**src/rtl/rv32_mod_alu_mc.sv**
```systemverilog
// rv32_mod_alu_mc: multi-cycle handshaked execute unit for the rv32 core.
//   Base RV32I ALU ops complete one cycle after accept. The optional M-extension
//   path is compiled in when RV32_ALU_MEXT_EN is defined. In that case MUL* ops
//   take one cycle, and DIV/REM run an iterative radix-2 divider with one
//   quotient bit per cycle. The result sits in a single-entry output register
//   that holds steady under backpressure.
// Ports:
//   clk, rstn (sync, active-low), kill (flush in-flight op and held result)
//   in_valid/in_ready, in_func[4:0] = {m_ext, alt, funct3}, in_a, in_b, in_tag
//   out_valid/out_ready, out_result, out_tag, out_illegal
//   busy: a division is iterating
module rv32_mod_alu_mc #(
  parameter int XLEN  = 32,
  parameter int TAG_W = 5
) (
  input  logic             clk,
  input  logic             rstn,
  input  logic             kill,
  input  logic             in_valid,
  output logic             in_ready,
  input  logic [4:0]       in_func,
  input  logic [XLEN-1:0]  in_a,
  input  logic [XLEN-1:0]  in_b,
  input  logic [TAG_W-1:0] in_tag,
  output logic             out_valid,
  input  logic             out_ready,
  output logic [XLEN-1:0]  out_result,
  output logic [TAG_W-1:0] out_tag,
  output logic             out_illegal,
  output logic             busy
);
  localparam int SH_W = $clog2(XLEN);

  typedef enum logic {IDLE, DIV} state_t;
  state_t state;

  logic [2:0]      f3;
  logic [SH_W-1:0] shamt;
  logic [XLEN-1:0] base_res;
  logic [XLEN-1:0] acc_res;
  logic            acc_ill;
  logic            accept;

  assign f3       = in_func[2:0];
  assign shamt    = in_b[SH_W-1:0];
  assign in_ready = (state == IDLE) && (!out_valid || out_ready) && !kill;
  assign accept   = in_valid && in_ready;

  always_comb begin
    base_res = in_a;
    case ({in_func[3], f3})
      4'b0000: base_res = in_a + in_b;
      4'b1000: base_res = in_a - in_b;
      4'b0001: base_res = in_a << shamt;
      4'b0010: base_res = {{(XLEN-1){1'b0}}, $signed(in_a) < $signed(in_b)};
      4'b0011: base_res = {{(XLEN-1){1'b0}}, in_a < in_b};
      4'b0100: base_res = in_a ^ in_b;
      4'b0101: base_res = in_a >> shamt;
      4'b1101: base_res = $signed(in_a) >>> shamt;
      4'b0110: base_res = in_a | in_b;
      4'b0111: base_res = in_a & in_b;
      default: base_res = in_a;
    endcase
  end

`ifdef RV32_ALU_MEXT_EN
  localparam logic [XLEN-1:0] MIN_INT = {1'b1, {(XLEN-1){1'b0}}};

  // Multiplier: sign- or zero-extend both operands to 2*XLEN. Then one
  // 2*XLEN-wide product serves every MUL variant.
  logic            mul_sa, mul_sb;
  logic [2*XLEN-1:0] prod;
  logic [XLEN-1:0] mul_res;
  assign mul_sa  = in_a[XLEN-1] && (f3[1:0] != 2'b11);
  assign mul_sb  = in_b[XLEN-1] && !f3[1];
  assign prod    = {{XLEN{mul_sa}}, in_a} * {{XLEN{mul_sb}}, in_b};
  assign mul_res = (f3[1:0] == 2'b00) ? prod[XLEN-1:0] : prod[2*XLEN-1:XLEN];

  // Divider front end: signs, magnitudes and the two cases that bypass iteration
  logic            div_sgn, div_rem, sa, sb, b_zero, ovf;
  logic [XLEN-1:0] a_mag, b_mag, fast_res;
  assign div_sgn  = !f3[0];
  assign div_rem  = f3[1];
  assign sa       = div_sgn && in_a[XLEN-1];
  assign sb       = div_sgn && in_b[XLEN-1];
  assign a_mag    = sa ? -in_a : in_a;
  assign b_mag    = sb ? -in_b : in_b;
  assign b_zero   = (in_b == '0);
  assign ovf      = div_sgn && (in_a == MIN_INT) && (in_b == '1);
  assign fast_res = b_zero ? (div_rem ? in_a : '1) : (div_rem ? '0 : MIN_INT);

  // Iteration state: dq shifts dividend bits out and quotient bits in
  logic [XLEN-1:0]  dq, dr, dd, q_nx, r_nx, div_final;
  logic [SH_W-1:0]  cnt;
  logic [TAG_W-1:0] d_tag;
  logic             neg_q, neg_r, d_rem, r_ge, acc_div;
  logic [XLEN:0]    r_sh, r_diff;

  assign r_sh      = {dr, dq[XLEN-1]};
  assign r_diff    = r_sh - {1'b0, dd};
  assign r_ge      = !r_diff[XLEN];
  assign r_nx      = r_ge ? r_diff[XLEN-1:0] : r_sh[XLEN-1:0];
  assign q_nx      = {dq[XLEN-2:0], r_ge};
  assign div_final = d_rem ? (neg_r ? -r_nx : r_nx) : (neg_q ? -q_nx : q_nx);

  always_comb begin
    acc_res = base_res;
    acc_ill = 1'b0;
    acc_div = 1'b0;
    if (in_func[4]) begin
      if (!f3[2])             acc_res = mul_res;
      else if (b_zero || ovf) acc_res = fast_res;
      else                    acc_div = 1'b1;
    end
  end
`else
  always_comb begin
    acc_res = base_res;
    acc_ill = 1'b0;
    if (in_func[4]) begin
      acc_res = '0;
      acc_ill = 1'b1;
    end
  end
  assign busy = 1'b0;
`endif

  always_ff @(posedge clk) begin
    if (!rstn) begin
      state       <= IDLE;
      out_valid   <= 1'b0;
      out_result  <= '0;
      out_tag     <= '0;
      out_illegal <= 1'b0;
`ifdef RV32_ALU_MEXT_EN
      busy        <= 1'b0;
`endif
    end else if (kill) begin
      state     <= IDLE;
      out_valid <= 1'b0;
`ifdef RV32_ALU_MEXT_EN
      busy      <= 1'b0;
`endif
    end else begin
      if (out_valid && out_ready) out_valid <= 1'b0;
      if (accept) begin
`ifdef RV32_ALU_MEXT_EN
        if (acc_div) begin
          // The slot is free or being drained, so completion cannot clobber a result
          state <= DIV;
          busy  <= 1'b1;
          dq    <= a_mag;
          dr    <= '0;
          dd    <= b_mag;
          cnt   <= '0;
          neg_q <= sa ^ sb;
          neg_r <= sa;
          d_rem <= div_rem;
          d_tag <= in_tag;
        end else
`endif
        begin
          out_valid   <= 1'b1;
          out_result  <= acc_res;
          out_tag     <= in_tag;
          out_illegal <= acc_ill;
        end
      end
`ifdef RV32_ALU_MEXT_EN
      if (state == DIV) begin
        dq  <= q_nx;
        dr  <= r_nx;
        cnt <= cnt + 1'b1;
        if (cnt == SH_W'(XLEN-1)) begin
          state       <= IDLE;
          busy        <= 1'b0;
          out_valid   <= 1'b1;
          out_result  <= div_final;
          out_tag     <= d_tag;
          out_illegal <= 1'b0;
        end
      end
`endif
    end
  end
endmodule
```
**config.mk**
```make
export PLATFORM = sky130hd
export DESIGN_NAME = rv32_mod_alu_mc
export DESIGN_NICKNAME = d
export VERILOG_FILES = /design/src/rtl/rv32_mod_alu_mc.sv
export SDC_FILE = /design/constraint.sdc
export NUM_CORES = 1
export LEC_CHECK = 0
export CORE_ASPECT_RATIO = 1.4
export CORE_MARGIN = 2
export CORE_UTILIZATION = 49
export DETAILED_ROUTE_END_ITERATION = 12
export PLACE_DENSITY = 0.76
export SLEW_MARGIN = 20
export SYNTH_ARGS = -nofsm -noshare
export SYNTH_HDL_FRONTEND = slang
export SYNTH_SLANG_ARGS = --single-unit
```
**constraint.sdc**
```tcl
create_clock -name clk -period 3.72 [get_ports clk]
set_clock_uncertainty 0.05 [all_clocks]
set_input_delay 0.372 -clock clk [delete_from_list [all_inputs] [get_ports clk]]
set_output_delay 0.372 -clock clk [all_outputs]
set_load 0.03 [all_outputs]
```
; ---- After elaboration in Yosys (flattened, before gate mapping)
; Index checks and enable logic that the tools add are counted.
[totals]
elab_cells = 40
regBits = 39
inputBits = 79
[op_classes]
shifts = 3
n_mux = 5
n_bitwise = 5
reduce_logical = 10
addsub = 2
magnitude_cmp = 2
n_eq_ne = 9
[ops]
columns = operator, count
row1 = case mux 32 bit (10 select lines), 1
row2 = less-than comparator 32 bit, 2
row3 = adder 32 bit, 1
row4 = AND 32 bit, 1
row5 = two-way mux 32 bit, 1
row6 = OR 32 bit, 1
row7 = << shifter 32 x 5 -> 32 bit, 1
row8 = right shift 32 x 5 -> 32 bit, 1
row9 = >>> shifter 32 x 5 -> 32 bit, 1
row10 = subtractor 32 bit, 1
row11 = XOR 32 bit, 1
row12 = == test 4 x 3 -> 1 bit (second input constant), 4
row13 = == test 4 x 2 -> 1 bit (second input constant), 2
row14 = == test 4 bit (second input constant), 2
row15 = == test 4 x 1 -> 1 bit (second input constant), 1
row16 = zero test 4 bit, 1
row17 = logical AND 1 bit, 3
row18 = two-way mux 1 bit, 3
row19 = zero test 1 bit, 2
row20 = NOT 1 bit, 2
row21 = AND reduction 2 bit, 1
row22 = nonzero test 2 bit, 1
row23 = OR reduction 2 bit, 1
row24 = logical OR 1 bit, 1

; ---- Longest topological paths before layout
; Gate-level depths: netlist of the first run.
[logic_depth]
word_depth = 5
mapped_depth = 16
mapped_depth_nobuf = 13

; ---- Worst setup path before layout of the first run
; OpenSTA, ideal clock, no wires.
[synth_timing]
path_kind = input port to flip-flop
startpoint = input in_b[2]
endpoint = register out_result[27]
n_path_buf = 5
setup_ns = 0.130
stages = 15
setup_slack_ns = 0.133
arrival_time_ns = 3.407
path_cell_list = clkbuf_1 > inv_1 > buf_2 > buf_2 > buf_2 > ha_1 > buf_2 > nor2b_1 > a2111oi_4 > o2111ai_1 > o211a_1 > o21a_1 > a32o_2 > a2111oi_0 > a21oi_1
[synth_via]
elab_chain_len = 3
[synth_rtl]
columns = item, line_no
row1 = start: declaration, 23  ; input logic [XLEN-1:0] in_b,
row2 = subtractor 32 bit (tied with other cells), 53  ; 4'b1000: base_res = in_a - in_b;
row3 = case mux 32 bit (10 select lines) *, 51  ; case ({in_func[3], f3})
row4 = two-way mux 32 bit *, 120  ; if (in_func[4]) begin
row5 = end signal: assignment, 164  ; out_result <= acc_res;
row6 = end: declaration, 27  ; output logic [XLEN-1:0] out_result,
; Every way passes the cells marked *; elsewhere a longest branch is shown, timed or not.
; A chain may end at the register's enable or synchronous reset.

; ---- Worst setup path in the final report of the first run
[layout_timing]
startpoint = input in_a[0]
endpoint = register out_result[30]
[layout_via]
elab_chain_len = 3
[layout_rtl]
columns = item, line_no
row1 = start: declaration, 22  ; input logic [XLEN-1:0] in_a,
row2 = subtractor 32 bit (tied with other cells), 53
row3 = case mux 32 bit (10 select lines) *, 51
row4 = two-way mux 32 bit *, 120
; Marks and branches as above.

==> results of run 1 <==
==> where the power goes <==
part | total, W | internal (W) | switching [W]
Combinational | 0.00182 | 0.000727 | 0.00110
Clock | 0.000557 | 0.000318 | 0.000238
Sequential | 0.000445 | 0.000433 | 0.0000121
==> worst min-delay path, stage by stage, from the launching register on <==
cell and delay [ns]:
sky130_fd_sc_hd__dfxtp_1 0.32, sky130_fd_sc_hd__nand2_1 0.05, sky130_fd_sc_hd__nand2_1 0.04
==> flip-flops by register name (all words and copies together), names as in the netlist <==
name,flops
out_valid,1
out_illegal,1
out_result,32
out_tag,5
==> layout make-up <==
cell class	count	area, um2	share of cell area (%)
clock buffer	5	125	0.966
clock inverter	3	43.8	0.338
inverter	107	402	3.10
sequential	39	781	6.03
multi-input combinational	1235	8850	68.3
timing repair buffer	275	2420	18.7
tap	260	325	2.51
==> logic make-up (layout without fill, tap and decap cells) <==
| group | after synthesis | count (layout) | share of synthesized area [%] |
|---|---|---|---|
| xor+xnor | 18 | 18 | 1.50 |
| other cells | 1 | 1 | 0.0356 |
| compound gates | 507 | 507 | 31.1 |
| buf+inv | 219 | 390 | 8.73 |
| simple gates | 480 | 480 | 20.2 |
| flops | 39 | 39 | 7.41 |
| fa+ha+maj | 102 | 102 | 12.3 |
| mux | 127 | 127 | 18.8 |
==> stage by stage <==
step                      util [%]  power (W)
after global placement        60.5    0.00220
after detailed placement      60.5    0.00220
final                         61.3    0.00283
after floorplan                  -    0.00150
after CTS                     61.3    0.00276
after global routing          61.3    0.00294
==> worst max path at each step <==
stage	start	end	slack, ns	cells after the start
2_1_floorplan	in_b[2]	out_result[27]	0.13	15
3_3_place_gp	in_b[6]	out_result[27]	0.13	13
3_5_place_dp	in_b[4]	out_result[27]	0.08	13
4_1_cts	in_a[0]	out_result[28]	0.40	13
5_1_grt	in_a[8]	out_result[29]	0.08	13
6_report	in_a[0]	out_result[30]	0.22	14
==> placed cells by master (no fill, tap or decap), drive strengths merged, types with 17 or more instances in the layout <==
| cell | instances |
|---|---|
| o211ai | 29 |
| o21ai | 153 |
| o22ai | 18 |
| ha | 100 |
| dfxtp | 39 |
| inv | 107 |
| mux4 | 55 |
| nand3 | 27 |
| mux2i | 58 |
| nor2b | 21 |
| nor2 | 167 |
| buf | 162 |
| a31oi | 17 |
| a21oi | 118 |
| nand2 | 164 |
| nor3 | 31 |
| a211oi | 30 |
| clkdlybuf4s50 | 113 |
==> routing by layer <==
layer | wire length, um | up-vias | share of wire, % | GRT usage, %
met3 | 6310 | 289 | 12 | 10.9
li1 | - | 5832 | - | -
met4 | 4430 | 2 | 8.5 | 31.7
met2 | 22800 | 1012 | 44 | 70.1
met5 | 13 | - | 0.025 | 0
met1 | 18600 | 6273 | 36 | 55.2
==> qor.txt, run 1 <==
================================================================================
Routed wire length ................................................    52,200 um
Pin count of the biggest net entering global routing ..............           69
Resized Gates After CTS ...........................................            0
Filler instances ..................................................        2,026
Worst IR Drop VDD .................................................   0.000201 V
Mean cell area of the mapped netlist ..............................     7.06 um2
Die footprint .....................................................   22,700 um2
Prevailing post-synth register cell ............................... sky130_fd_sc_hd__dfxtp_1
Fmax ..............................................................      286 MHz
Boundary pin count ................................................          120
Largest area contributor in the synthesized netlist ............... sky130_fd_sc_hd__ha_1
Reported leakage power ............................................      5.48 nW
Crit start category ............................................... primary input
Longest individual stage delay on the worst path ..................      0.52 ns
Cell area power density ...........................................   218 nW/um2
Layout area overhead ..............................................        22.9%
Placer Congestion .................................................         1.12
Post-route antenna net violation count ............................            0
Post-detailed-route wirelength per cell ...........................      27.1 um
Dominant delay contributor by cell family on the critical path .... compound AO/OA/AOI/OAI gates
Via total after detailed routing ..................................       13,400
Type of the worst min-delay path .................................. flip-flop to flip-flop
Clock transition at the registers of the reported paths ...........      0.08 ns
Slew at the pin closest to its max-slew limit .....................      1.10 ns
CTS tree ..........................................................        built
Antenna cell count ................................................            0
Count of mapped cells out of synthesis ............................        1,493
GRT overflow ......................................................            0
Post-Place Cells ..................................................        1,916
Hold Crit Depth ...................................................            2
FF-to-FF End ...................................................... out_result[22]
Worst Hold Launch ................................................. out_result[4]
Min-Delay Endpoint ................................................ out_result[4]
Initial antenna violation count ...................................            2
Clock tree sinks ..................................................           39
Maximum level of the CTS H-tree ...................................            2
Required @ worst endpoint .........................................      3.88 ns
Max-cap violations ................................................            0
Setup repair after global routing missed its margin ...............           no
Minimum clock period ..............................................      3.50 ns
Post-Place Worst Slack ............................................    0.0849 ns
Wire length of the first global-routing pass ......................    77,700 um
Cell with the most instances after synthesis ...................... sky130_fd_sc_hd__nor2_1
# rows ............................................................           63
Yosys warning count ...............................................            0
Clock root buffer ................................................. sky130_fd_sc_hd__clkbuf_16
Async set or reset register ratio after synthesis .................           0%
Placed cell areas .................................................   12,800 um2
Final cell count without fillers ..................................        1,924
Critical path, cell by cell ....................................... clkdlybuf4s50_1 > inv_1 > ha_1 > inv_1 > fa_1 > nor2b_1 > o211ai_1 > a311oi_1 > nand4bb_1 > nand3_1 > nor2b_1 > a211oi_1 > xor2_1 > o21ai_1
Initial detailed-routing violation count ..........................        2,078
TritonCTS buffer count ............................................            5
Final non-filler cell area ........................................   13,000 um2
Net count of the mapped netlist ...................................        1,674
Period utilisation layout .........................................        94.0%
Number of DRC violations after detailed routing ...................            0
Fraction of layout cells with a size suffix above 1 ...............        15.9%
Clk Latency, worst-skew pair ......................................      0.31 ns
Final HPWL DP .....................................................    40,400 um
Buffers plus inverters on the worst setup path ....................            3
Hold slack ........................................................     0.403 ns
Count of endpoints failing setup in the final report ..............            0
Fin worst setup slack .............................................     0.224 ns
Count of TritonRoute iterations in the first routing pass .........            8
Outcome ........................................................... finished clean
Post-detailed-route via-to-cell ratio .............................         6.97
Overall routing resource usage ....................................        45.3%
Total Neg Setup Slack .............................................         0 ns
Worst-path fanout max .............................................            3
Post-CTS setup buffer count .......................................            0
Bufs on Longest Clock Path ........................................            2
Die Wd ............................................................       128 um
Post-synth EDFFs ..................................................            0
Initial Util ......................................................        49.9%
Netlist area before placement .....................................   10,500 um2
Post-CTS Hold Fix Bufs ............................................            0
Buffers on Ports ..................................................          118
Arrival time of data at the critical path endpoint ................      3.66 ns
Distinct cell type count of the synthesized netlist ...............           81
Final hold violation count ........................................            0
Fraction of post-synthesis cell area in the top cell type by area .        11.9%
Cell types with the largest area share after synthesis ............ sky130_fd_sc_hd__ha_1, sky130_fd_sc_hd__mux4_2, sky130_fd_sc_hd__dfxtp_1
Count of pins over their slew limit ...............................            0
Worst Setup End Kind ..............................................    flip-flop
Worst Path Class, Setup ........................................... primary input to flip-flop
Slew Limit Headroom ...............................................        26.4%
Vertical die dimension ............................................       178 um
Std-Cell Core Area ................................................   21,100 um2
Number of nets at the end of the flow .............................        1,844
Synthesized flop and latch total ..................................           39
Number of global-route vias before repair .........................       12,900
Sequential area share after synthesis .............................        7.41%
Slowest CP cell ................................................... sky130_fd_sc_hd__clkdlybuf4s50_1
Worst Reg-to-Reg Cells ............................................            9
Most instantiated cells after synthesis ........................... sky130_fd_sc_hd__nor2_1, sky130_fd_sc_hd__nand2_1, sky130_fd_sc_hd__o21ai_0, sky130_fd_sc_hd__a21oi_1, sky130_fd_sc_hd__inv_1
Worst reg2reg path startpoint .....................................    out_valid
Register-to-register setup slack ..................................      1.10 ns
================================================================================
No activity file was read; power rests on OpenSTA's default activity.
==> inputs of run 2 (changes only) <==
Settings changed: HOLD_SLACK_MARGIN set to 0.15.
==> results of run 2 <==
Same layout as run 1: the final DEF is identical, and so are final timing and power.
==> inputs of run 3 (changes only) <==
Settings changed: REMOVE_ABC_BUFFERS set to 1.
==> run 3 against run 2 <==
  * Register-to-register slack better by 0.05 ns
  * Non-clock buffer count decreased by 5
  * Critical path type unchanged
  * Largest cell class unchanged
  * Combinational power is essentially flat
  * Global-route usage fell by 1.3 points
  * Cell area shrank 0.58%
  * Power fell by 3.8%
  * Clock-buffer cell count rose by 2
  * Flip-flop and latch count unchanged
==> qor.txt, run 3 (same netlist as run 1, synthesis figures left out) <==
========================================================================
Outcome ................................................... finished clean
Boundary pin count ........................................          120   unchanged
Placer Congestion .........................................         1.05   -5.9%
Via total after detailed routing ..........................       13,300   -1.0%
Post-Place Cells ..........................................        1,910   -0.31%
Antenna cell count ........................................            0   unchanged
Reported leakage power ....................................      5.43 nW   -0.91%
Std-Cell Core Area ........................................   21,100 um2   unchanged
Filler instances ..........................................        2,063   +1.8%
Clock tree sinks ..........................................           39   unchanged
Routed wire length ........................................    50,600 um   -3.1%
Worst IR Drop VDD .........................................   0.000146 V   -27%
Worst Setup End Kind ......................................    flip-flop
Slew Limit Headroom .......................................        30.3%   +3.9 points
Worst Path Class, Setup ................................... primary input to flip-flop
Sequential power share ....................................        16.3%   +0.6 points
Hold slack ................................................     0.389 ns   -0.0139 ns
Required @ worst endpoint .................................      3.87 ns   about the same
Initial detailed-routing violation count ..................        1,962   -5.6%
# rows ....................................................           63   unchanged
Post-route antenna net violation count ....................            0   unchanged
Initial antenna violation count ...........................            0   -2
Share of total power in combinational logic ...............        66.1%   +1.5 points
Cell area power density ...................................   211 nW/um2   -3.2%
Post-Place Worst Slack ....................................    -0.186 ns   -0.271 ns
TritonCTS buffer count ....................................            5   unchanged
CTS tree ..................................................        built
Slew at the pin closest to its max-slew limit .............      1.04 ns   -0.0581 ns
Clock root buffer ......................................... sky130_fd_sc_hd__clkbuf_16
Biggest registers after layout ............................ out_result: 32 flops, out_tag: 5 flops
Final cell count without fillers ..........................        1,919   -0.26%
Period utilisation layout .................................        96.9%   +2.9 points
Pin count of the biggest net entering global routing ......           69   unchanged
Worst-path fanout max .....................................           10   +7
Die Wd ....................................................       128 um   unchanged
Final hold violation count ................................            0   unchanged
Setup repair after global routing missed its margin .......           no
Fraction of layout cells with a size suffix above 1 .......        15.6%   -0.31 points
Initial Util ..............................................        49.9%   unchanged
Type of the worst min-delay path .......................... flip-flop to flip-flop
Count of pins over their slew limit .......................            0   unchanged
Setup crit start ..........................................      in_a[7]
Worst Hold Launch ......................................... out_result[4]
Post-detailed-route wirelength per cell ...................      26.4 um   -2.9%
Arrival time of data at the critical path endpoint ........      3.75 ns   +0.09 ns
Number of nets at the end of the flow .....................        1,839   -0.27%
Fmax ......................................................      278 MHz   -3.0%
Number of DRC violations after detailed routing ...........            0   unchanged
Layout area overhead ......................................        22.2%
Int Power .................................................    0.00141 W   -5.0%
Switching share of total power ............................        48.3%   +0.63 points
Minimum clock period ......................................      3.60 ns   +0.108 ns
Most common cell after layout, fill and taps aside ........ sky130_fd_sc_hd__nor2_1
Count of TritonRoute iterations in the first routing pass .            8   unchanged
Vertical die dimension ....................................       178 um   unchanged
Number of flip-flops under the largest register name ......           32   unchanged
Max-cap violations ........................................            0   unchanged
Final HPWL DP .............................................    39,200 um   -3.1%
Wire length of the first global-routing pass ..............    75,800 um   -2.5%
Core occupancy in the finished layout .....................        61.0%   -0.36 points
Clock transition at the registers of the reported paths ...      0.07 ns   about the same
Count of endpoints failing setup in the final report ......            0   unchanged
Register with the most flip-flops .........................   out_result
Worst reg2reg path startpoint .............................    out_valid
GRT overflow ..............................................            0   unchanged
Clk Latency, worst-skew pair ..............................      0.30 ns   about the same
Fin worst setup slack .....................................     0.116 ns   -0.108 ns
Leading cell types in the layout, fill and taps excluded .. sky130_fd_sc_hd__nor2_1, sky130_fd_sc_hd__nand2_1, sky130_fd_sc_hd__buf_4
Buffers on Ports ..........................................          118   unchanged
Die footprint .............................................   22,700 um2   unchanged
Overall routing resource usage ............................        44.1%   -1.3 points
Bufs on Longest Clock Path ................................            2   unchanged
Post-detailed-route via-to-cell ratio .....................         6.92   -0.75%
Clk pwr share .............................................        17.6%   -2.1 points
Maximum level of the CTS H-tree ...........................            2   unchanged
Number of global-route vias before repair .................       12,700   -1.4%
Crit start category ....................................... primary input
Sw power ..................................................    0.00131 W   -2.5%
========================================================================
## run 3: cell types whose count changed in the layout (fill, tap and decap cells not counted)
cell,before,now
sky130_fd_sc_hd__buf_4,151,147
sky130_fd_sc_hd__clkbuf_1,0,2
sky130_fd_sc_hd__a2111oi_0,5,4
sky130_fd_sc_hd__a2111oi_2,1,2
sky130_fd_sc_hd__buf_12,7,6
sky130_fd_sc_hd__bufinv_16,1,0
sky130_fd_sc_hd__clkinv_4,1,0
sky130_fd_sc_hd__o21ai_0,136,135
sky130_fd_sc_hd__o21ai_1,15,16
## run 3: routing by layer
metal | vias to the layer above | GRT usage [%] | wire [um]
met3 | 273 | 8.23 | 5340
met5 | - | 0 | 0
met2 | 980 | 71.3 | 22900
met1 | 6204 | 52.3 | 17800
met4 | 0 | 31.3 | 4560
li1 | 5816 | - | -
## run 3: power groups by stage
stage / logic [W] / clock network, W / registers (W)
2_1_floorplan: 0.000920 / 0 / 0.000481
3_3_place_gp: 0.00172 / 0 / 0.000452
3_5_place_dp: 0.00173 / 0 / 0.000453
4_1_cts: 0.00174 / 0.000480 / 0.000443
5_1_grt: 0.00190 / 0.000488 / 0.000445
6_report: 0.00180 / 0.000478 / 0.000444
## run 3: final timing paths
check | to | slack (ns) | cells past startpoint
min reg2reg | out_result[4] | 0.39 | 2
max reg2reg | out_result[17] | 1.15 | 8
min | out_result[4] | 0.39 | 2
max | out_result[30] | 0.12 | 12
## run 3: repair_timing
item,4_1_cts,5_1_grt
hold buffers,0,0
gates resized for setup,0,3
buffers inserted,0,1
endpoints found under the setup margin,0,4
## run 3: worst max-delay path: stages
cell                              delay (ns)
sky130_fd_sc_hd__clkdlybuf4s50_1        0.49
sky130_fd_sc_hd__inv_1                  0.07
sky130_fd_sc_hd__ha_1                   0.41
sky130_fd_sc_hd__a2111oi_0              0.67
sky130_fd_sc_hd__o21ai_2                0.20
sky130_fd_sc_hd__a211oi_1               0.55
sky130_fd_sc_hd__o41ai_2                0.17
sky130_fd_sc_hd__nand3_1                0.22
sky130_fd_sc_hd__o21ai_1                0.12
sky130_fd_sc_hd__mux2i_1                0.19
sky130_fd_sc_hd__a2bb2oi_1              0.18
sky130_fd_sc_hd__o21ai_1                0.08
## run 3: final cells by class
type	instances	area, um2	share of cell area (%)
repair buffers	270	2370	18.4
clock buffers	7	133	1.03
inverters	107	402	3.12
flip-flops and latches	39	781	6.06
clock inverters	1	5.00	0.0389
multi-input cells	1235	8860	68.8
well taps	260	325	2.53
## run 3: through the flow
stage	power (W)	cell area [um2]	TNS, ns
after global placement	0.00218	12700	-0.416
final	0.00272	12900	0
after detailed placement	0.00218	12700	-0.386
after CTS	0.00266	12900	0
after global routing	0.00284	12900	0
after floorplan	0.00140	10000	-0.211
